[config.mk]
export PLATFORM = sky130hd
export DESIGN_NAME = obj_table
export DESIGN_NICKNAME = d
export VERILOG_FILES = /design/src/rtl/obj_pkg.sv /design/src/rtl/obj_prio_enc.sv /design/src/rtl/obj_table.sv
export SDC_FILE = /design/constraint.sdc
export NUM_CORES = 1
export LEC_CHECK = 0
export CORE_UTILIZATION = 25
export DETAILED_ROUTE_END_ITERATION = 10
export GPL_ROUTABILITY_DRIVEN = 0
export GPL_TIMING_DRIVEN = 0
export PLACE_DENSITY_LB_ADDON = 0.3
export SLEW_MARGIN = 20
export SYNTH_ARGS = -nofsm -noshare
export SYNTH_HDL_FRONTEND = slang
export SYNTH_SLANG_ARGS = --single-unit
export TNS_END_PERCENT = 5
[constraint.sdc]
create_clock -name clock -period 8.6 [get_ports clock]
set_input_delay 2.15 -clock clock [delete_from_list [all_inputs] [get_ports clock]]
set_output_delay 2.15 -clock clock [all_outputs]
set_load 0.02 [all_outputs]
[src/rtl/obj_pkg.sv]
// Shared definitions for the display object table: slot word layout,
// object type encodings and the update FSM states.
package obj_pkg;

  localparam int OBJ_W = 26;

  localparam int FRAME_W   = 3;
  localparam int FRAME_LSB = 23;
  localparam int TYPE_W    = 2;
  localparam int TYPE_LSB  = 21;
  localparam int X_W       = 11;
  localparam int X_LSB     = 10;
  localparam int Y_W       = 10;
  localparam int Y_LSB     = 0;

  typedef enum logic [TYPE_W-1:0] {
    OBJ_TYPE_0 = 2'd0,
    OBJ_TYPE_1 = 2'd1,
    OBJ_TYPE_2 = 2'd2,
    OBJ_TYPE_3 = 2'd3
  } obj_type_e;

  typedef struct packed {
    logic [FRAME_W-1:0] frame;
    obj_type_e          otype;
    logic [X_W-1:0]     x;
    logic [Y_W-1:0]     y;
  } obj_t;

  typedef enum logic {
    ST_IDLE,
    ST_UPDATE
  } state_e;

endpackage

[src/rtl/obj_prio_enc.sv]
// Lowest-index free slot encoder: returns the index of the lowest set bit
// of free and whether any bit is set.
module obj_prio_enc #(
  parameter int N     = 5,
  parameter int IDX_W = 3
) (
  input  logic [N-1:0]     free,
  output logic [IDX_W-1:0] index,
  output logic             any_free
);

  // NOTE: every output of a combinational block gets a default first, so no
  // path through the block leaves a value unassigned and no latch is inferred.
  always_comb begin
    index    = '0;
    any_free = 1'b0;
    // Scan downwards so the lowest free slot is the last one written.
    for (int i = N - 1; i >= 0; i--) begin
      if (free[i]) begin
        index    = IDX_W'(i);
        any_free = 1'b1;
      end
    end
  end

endmodule

[src/rtl/obj_table.sv]
// Object table for the display: spawns objects into free slots and, once per
// vsync falling edge, scrolls them left, animates them and despawns off-screen ones.
module obj_table
  import obj_pkg::*;
#(
  parameter int N_OBJ     = 5,
  parameter int FRAME_DIV = 8,
  parameter int N_FRAMES  = 8,
  parameter int SCROLL    = 1
) (
  input  logic                   clock,
  input  logic                   reset,
  input  logic                   vsync,
  input  logic                   spawn_valid,
  output logic                   spawn_ready,
  input  logic [1:0]             spawn_type,
  input  logic [10:0]            spawn_x,
  input  logic [9:0]             spawn_y,
  input  logic                   clear,
  output logic [OBJ_W*N_OBJ-1:0] objs,
  output logic [N_OBJ-1:0]       active,
  output logic                   busy,
  output logic                   tick_missed
);

  localparam int IDX_W = (N_OBJ > 1) ? $clog2(N_OBJ) : 1;
  localparam logic [IDX_W-1:0]   LAST_IDX   = IDX_W'(N_OBJ - 1);
  localparam logic [7:0]         DIV_LAST   = 8'(FRAME_DIV - 1);
  localparam logic [X_W-1:0]     SCROLL_X   = X_W'(SCROLL);
  localparam logic [FRAME_W-1:0] FRAME_MASK = FRAME_W'(N_FRAMES - 1);

  state_e             state_q, state_d;
  logic [IDX_W-1:0]   idx_q, idx_d;
  logic [7:0]         div_q, div_d;
  logic               advance_q, advance_d;
  logic               missed_q, missed_d;
  logic               vsync_q;
  logic [N_OBJ-1:0]   active_q, active_d;
  obj_t               slot_q [N_OBJ];
  obj_t               slot_d [N_OBJ];

  logic               tick;
  logic [IDX_W-1:0]   free_idx;
  logic               any_free;
  logic               spawn_fire;
  obj_t               cur;

  obj_prio_enc #(
    .N     (N_OBJ),
    .IDX_W (IDX_W)
  ) u_prio_enc (
    .free     (~active_q),
    .index    (free_idx),
    .any_free (any_free)
  );

  assign tick        = vsync_q & ~vsync;
  assign spawn_ready = (state_q == ST_IDLE) & ~clear & any_free;
  assign spawn_fire  = spawn_valid & spawn_ready;

  always_comb begin
    state_d   = state_q;
    idx_d     = idx_q;
    div_d     = div_q;
    advance_d = advance_q;
    missed_d  = missed_q;
    active_d  = active_q;
    slot_d    = slot_q;
    cur       = slot_q[idx_q];

    if (clear) begin
      // Slot words stay put; clearing the active bits is enough to hide them.
      active_d = '0;
      div_d    = '0;
      state_d  = ST_IDLE;
      idx_d    = '0;
      missed_d = 1'b0;
    end else begin
      unique case (state_q)
        ST_IDLE: begin
          if (spawn_fire) begin
            slot_d[free_idx]   = '{frame: '0, otype: obj_type_e'(spawn_type),
                                   x: spawn_x, y: spawn_y};
            active_d[free_idx] = 1'b1;
          end
          if (tick) begin
            state_d   = ST_UPDATE;
            idx_d     = '0;
            advance_d = (div_q == DIV_LAST);
            div_d     = (div_q == DIV_LAST) ? 8'd0 : div_q + 8'd1;
          end
        end
        ST_UPDATE: begin
          if (tick) missed_d = 1'b1;
          if (active_q[idx_q]) begin
            if (cur.x < SCROLL_X) begin
              active_d[idx_q] = 1'b0;
            end else begin
              slot_d[idx_q].x = cur.x - SCROLL_X;
              if (advance_q) slot_d[idx_q].frame = (cur.frame + 3'd1) & FRAME_MASK;
            end
          end
          if (idx_q == LAST_IDX) begin
            state_d = ST_IDLE;
            idx_d   = '0;
          end else begin
            idx_d = idx_q + 1'b1;
          end
        end
        default: state_d = ST_IDLE;
      endcase
    end
  end

  // NOTE: sequential state uses non-blocking assignments only, so every flop
  // samples the values from before the edge regardless of statement order.
  always_ff @(posedge clock or negedge reset) begin
    if (!reset) begin
      state_q   <= ST_IDLE;
      idx_q     <= '0;
      div_q     <= '0;
      advance_q <= 1'b0;
      missed_q  <= 1'b0;
      vsync_q   <= 1'b0;
      active_q  <= '0;
      // NOTE: slots are plain flops, not a RAM, so they take the reset too and
      // objs reads zero the moment reset asserts.
      for (int i = 0; i < N_OBJ; i++) slot_q[i] <= '0;
    end else begin
      state_q   <= state_d;
      idx_q     <= idx_d;
      div_q     <= div_d;
      advance_q <= advance_d;
      missed_q  <= missed_d;
      vsync_q   <= vsync;
      active_q  <= active_d;
      slot_q    <= slot_d;
    end
  end

  always_comb begin
    objs = '0;
    for (int i = 0; i < N_OBJ; i++) begin
      objs[i*OBJ_W + FRAME_LSB +: FRAME_W] = slot_q[i].frame;
      objs[i*OBJ_W + TYPE_LSB  +: TYPE_W]  = slot_q[i].otype;
      objs[i*OBJ_W + X_LSB     +: X_W]     = slot_q[i].x;
      objs[i*OBJ_W + Y_LSB     +: Y_W]     = slot_q[i].y;
    end
  end

  assign active      = active_q;
  assign busy        = (state_q == ST_UPDATE);
  assign tick_missed = missed_q;

endmodule

==> results by group, run 1 <==
Worst setup path
  – Critical path type: in -> out
  – Worst Path Max Fanout: 7
  – Critical path launch point type: primary input
  – WP data required: 6450 ps
  – CP Capture Type: output port
  – Worst Path Arrival: around 4000 ps

Pwr
  – Leak Pwr: about 4.1 nW
  – Pwr/cell area: roughly 240 nW/um^2
  – Total Power: between 2 and 2.5 mW
  – Maximum vdd drop: roughly 110 uV

Clock tree
  – Clock-pin slew on the worst setup and hold paths: 60 ps
  – Setup Buffers After CTS: 0
  – Clk buf depth: 2
  – Htree depth: 4
  – Clk sink count: 150
  – CTS tree: yes
  – Root buf cell: clkbuf_16
  – CTS Buf Count: 17
  – CTS Hold Bufs: 0
  – Post-CTS sizing: 0
  – Later-pin clock latency in the skew report: roughly 440 ps

Placement
  – Placed Area: approximately 9400 sq um
  – Post-DP HPWL: around 18000 um
  – Placed Cells: ~1200
  – Pre-CTS WS: around 2400 ps
  – Port buffer count: about 170

Logic synthesis
  – Ys flop type: dfrtp_1
  – EDFF count, synth: 0
  – Syn Inst Count: around 690
  – Yosys reg bits: 150
  – Synth async-reset ratio: 1.000
  – Synth Net Count: between 700 and 800
  – Mapped Area: roughly 7300 sq um
  – Ys Warns: 0
  – Synth unique cells: 48
  – Seq/Total Area, Yosys: 0.5169
  – Syn_area_per_cell: roughly 11 sq um

GRT
  – Vias in the first global route: roughly 6400
  – GRT Overall Usage: 0.1785
  – GR Overflow Total: 0
  – Pin count of the biggest net entering global routing: 92
  – Global-route wire length before repair: just under 40000 um
  – Initial antenna violation count: 1

Final layout
  – Util after Layout: 0.3490
  – Total Nets Final: a little over 900
  – Multi-input combinational cell area: between 3000 and 4000 sq um
  – FILL cells: 2933
  – Area growth syn-to-layout: 37.56%
  – Finished layout cell area: roughly 10000 sq um
  – Non-Filler Instances: ~1300
  – Layout cells sized above 1: 0.1379
  – Storage cell area: 3754 sq um

Routing
  – Initial drt markers: about 570
  – Vias per cell: approximately 5.0
  – Number of remaining DRC errors: 0
  – Post-Route WL: between 20000 and 30000 um
  – TritonRoute pass-1 iters: 5
  – Drt wl/cell: 20.26 um
  – DR vias: roughly 6300
  – ANT nets after route: 0

Timing
  – Max-slew headroom: 0.3246
  – Least-Margin Pin Slew: ~1000 ps
  – Fin. max-slew vios: 0
  – Setup TNS Final: 0 ps
  – Fin crit share: 0.7239
  – Min setup slack post-route: between 2000 and 2500 ps
  – Tmin final: 6225 ps
  – Worst hold slack: approximately 500 ps
  – Max Clock Freq: between 0.15 and 0.2 GHz
  – Worst Skew: approximately 16 ps
  – Final Hold Fails: 0
  – Final Setup Violations: 0
  – RSZ-0062 raised after global routing: false

Floorplan
  – Die Span Y: approximately 170 um
  – Die ar.: approximately 30000 sq um
  – IO Pins: approximately 170
  – Rows: a little over 60
  – Core Region: ~29000 sq um
  – Initial Util: 0.2537
  – Die Wd: about 170 um

Worst hold path
  – Tightest Hold Check Type: reg -> reg

Run status
  – Outcome: complete, no violations

Job
  – Maxcap violations: 0
==> critical path, cell delays in order <==
cell	delay, ps
clkdlybuf4s50_1	570
a311oi_1	570
clkdlybuf4s50_1	790
==> area by class of cell <==
| cell class | instances | area share |
|---|---|---|
| sequential | 150 | 0.3758 |
| buffer | 48 | 0.02192 |
| clock buffer | 17 | 0.04259 |
| inverter | 5 | 0.001879 |
| tap | 384 | 0.04810 |
| clock inverter | 15 | 0.01353 |
| multi-input combinational | 484 | 0.3274 |
| timing repair buffer | 166 | 0.1686 |
| antenna | 1 | 0.0002505 |
==> logic make-up after synthesis <==
kind of cell / after synthesis / synth area share
AOI/OAI and AO/OA: 193 / 0.1687
adders and majority gates: 5 / 0.008615
buffers and inverters: 53 / 0.03273
DFF: 150 / 0.5169
muxes: 88 / 0.1389
xor gates and xnor gates: 12 / 0.01447
and+or+nand+nor: 186 / 0.1197
==> cell usage after synthesis (6+ instances only) <==
library cell	n	area share
a22o_1	8	0.0096
nor2_1	33	0.017
clkbuf_1	28	0.014
a21oi_1	18	0.012
buf_2	7	0.0048
nand2_1	85	0.044
nand3_1	10	0.0069
dfrtp_1	150	0.52
nor3_1	8	0.0055
mux2_2	58	0.090
xor2_1	7	0.0084
o21ai_0	83	0.057
mux2_1	10	0.016
and3_1	9	0.0078
or2_2	6	0.0052
a22oi_1	50	0.052
o2bb2ai_1	6	0.0072
buf_4	6	0.0062
nand2b_1	12	0.010
mux2i_1	16	0.022
buf_1	6	0.0031
==> cells in the final DEF, fill, tap and decap left out, types with 6 or more instances in the layout <==
cell type and n:
or2_2 6, buf_4 6, clkbuf_16 17, o21ai_0 83
o2bb2ai_1 6, mux2i_1 16, nand2_1 85, clkdlybuf4s50_1 164
a22o_1 8, clkbuf_1 28, and3_1 9, mux2_2 58
a22oi_1 50, xor2_1 7, buf_1 6, nor2_1 33
nor3_1 8, nand3_1 10, dfrtp_1 150, a21oi_1 18
inv_6 7, nand2b_1 12, buf_2 7, mux2_1 10
==> sequential cells by signal, indices dropped and copies added (netlist names) <==
name / count
advance_q: 1
active: 5
busy: 1
vsync_q: 1
objs: 130
tick_missed: 1
idx_q: 3
div_q: 8
==> report_power, final <==
group / total [mW] / switching [mW] / leakage [nW] / internal (mW)
Combinational: 0.750 / 0.427 / 1.83 / 0.323
Clock: 0.735 / 0.353 / 0.276 / 0.382
Sequential: 0.891 / 0.0823 / 2.00 / 0.809
==> path summary, 6_finish.rpt <==
| kind | startpoint | to | slack, ps | cells after the start |
|---|---|---|---|---|
| min reg2reg | objs[112]$_DFFE_PN0P_ | objs[112]$_DFFE_PN0P_ | 500 | 1 |
| max | clear | spawn_ready | 2370 | 3 |
| min in group asynchronous | reset | objs[0]$_DFFE_PN0P_ | 1630 | 1 |
| max reg2reg | idx_q[1]$_DFFE_PN0P_ | objs[8]$_DFFE_PN0P_ | 4900 | 10 |
| min | objs[112]$_DFFE_PN0P_ | objs[112]$_DFFE_PN0P_ | 500 | 1 |
| max in group asynchronous | reset | idx_q[0]$_DFFE_PN0P_ | 6100 | 2 |
==> per-layer routing <==
layer | part of all wire | global-route usage | vias up
met5 | 0 | 0 | -
met2 | 0.43 | 0.2635 | 308
met1 | 0.45 | 0.2365 | 3120
met3 | 0.10 | 0.06775 | 38
met4 | 0.022 | 0.06272 | 0
li1 | - | - | 2869
Power figures use the tool's default switching activity.
==> inputs of run 2 (changes only) <==
==> constraint.sdc (replaced) <==
create_clock -name clock -period 6 [get_ports clock]
set_input_delay 1.5 -clock clock [delete_from_list [all_inputs] [get_ports clock]]
set_output_delay 1.5 -clock clock [all_outputs]
set_load 0.02 [all_outputs]
==> results of run 2 <==
The final DEF is identical to that of run 1. Status: complete, no violations.
Main changes from that run: setup slack after placement 2366 ps -> 1066 ps; setup slack after layout 2375 ps -> 1075 ps; register-to-register setup slack 4900 ps -> 2300 ps; total power 2.377 mW -> 3.406 mW; worst IR drop on VDD 110.0 uV -> 157.7 uV
==> inputs of run 3 (changes only) <==
==> constraint.sdc (replaced) <==
create_clock -name clock -period 4.2 [get_ports clock]
set_input_delay 1.05 -clock clock [delete_from_list [all_inputs] [get_ports clock]]
set_output_delay 1.05 -clock clock [all_outputs]
set_load 0.02 [all_outputs]
==> results of run 3 <==
The final DEF is identical to that of run 1. Status: complete, no violations.
Main changes from that run: setup slack after placement 2366 ps -> 165.8 ps; setup slack after layout 2375 ps -> 174.8 ps; register-to-register setup slack 4900 ps -> 500 ps; total power 2.377 mW -> 4.866 mW; worst IR drop on VDD 110.0 uV -> 225.3 uV
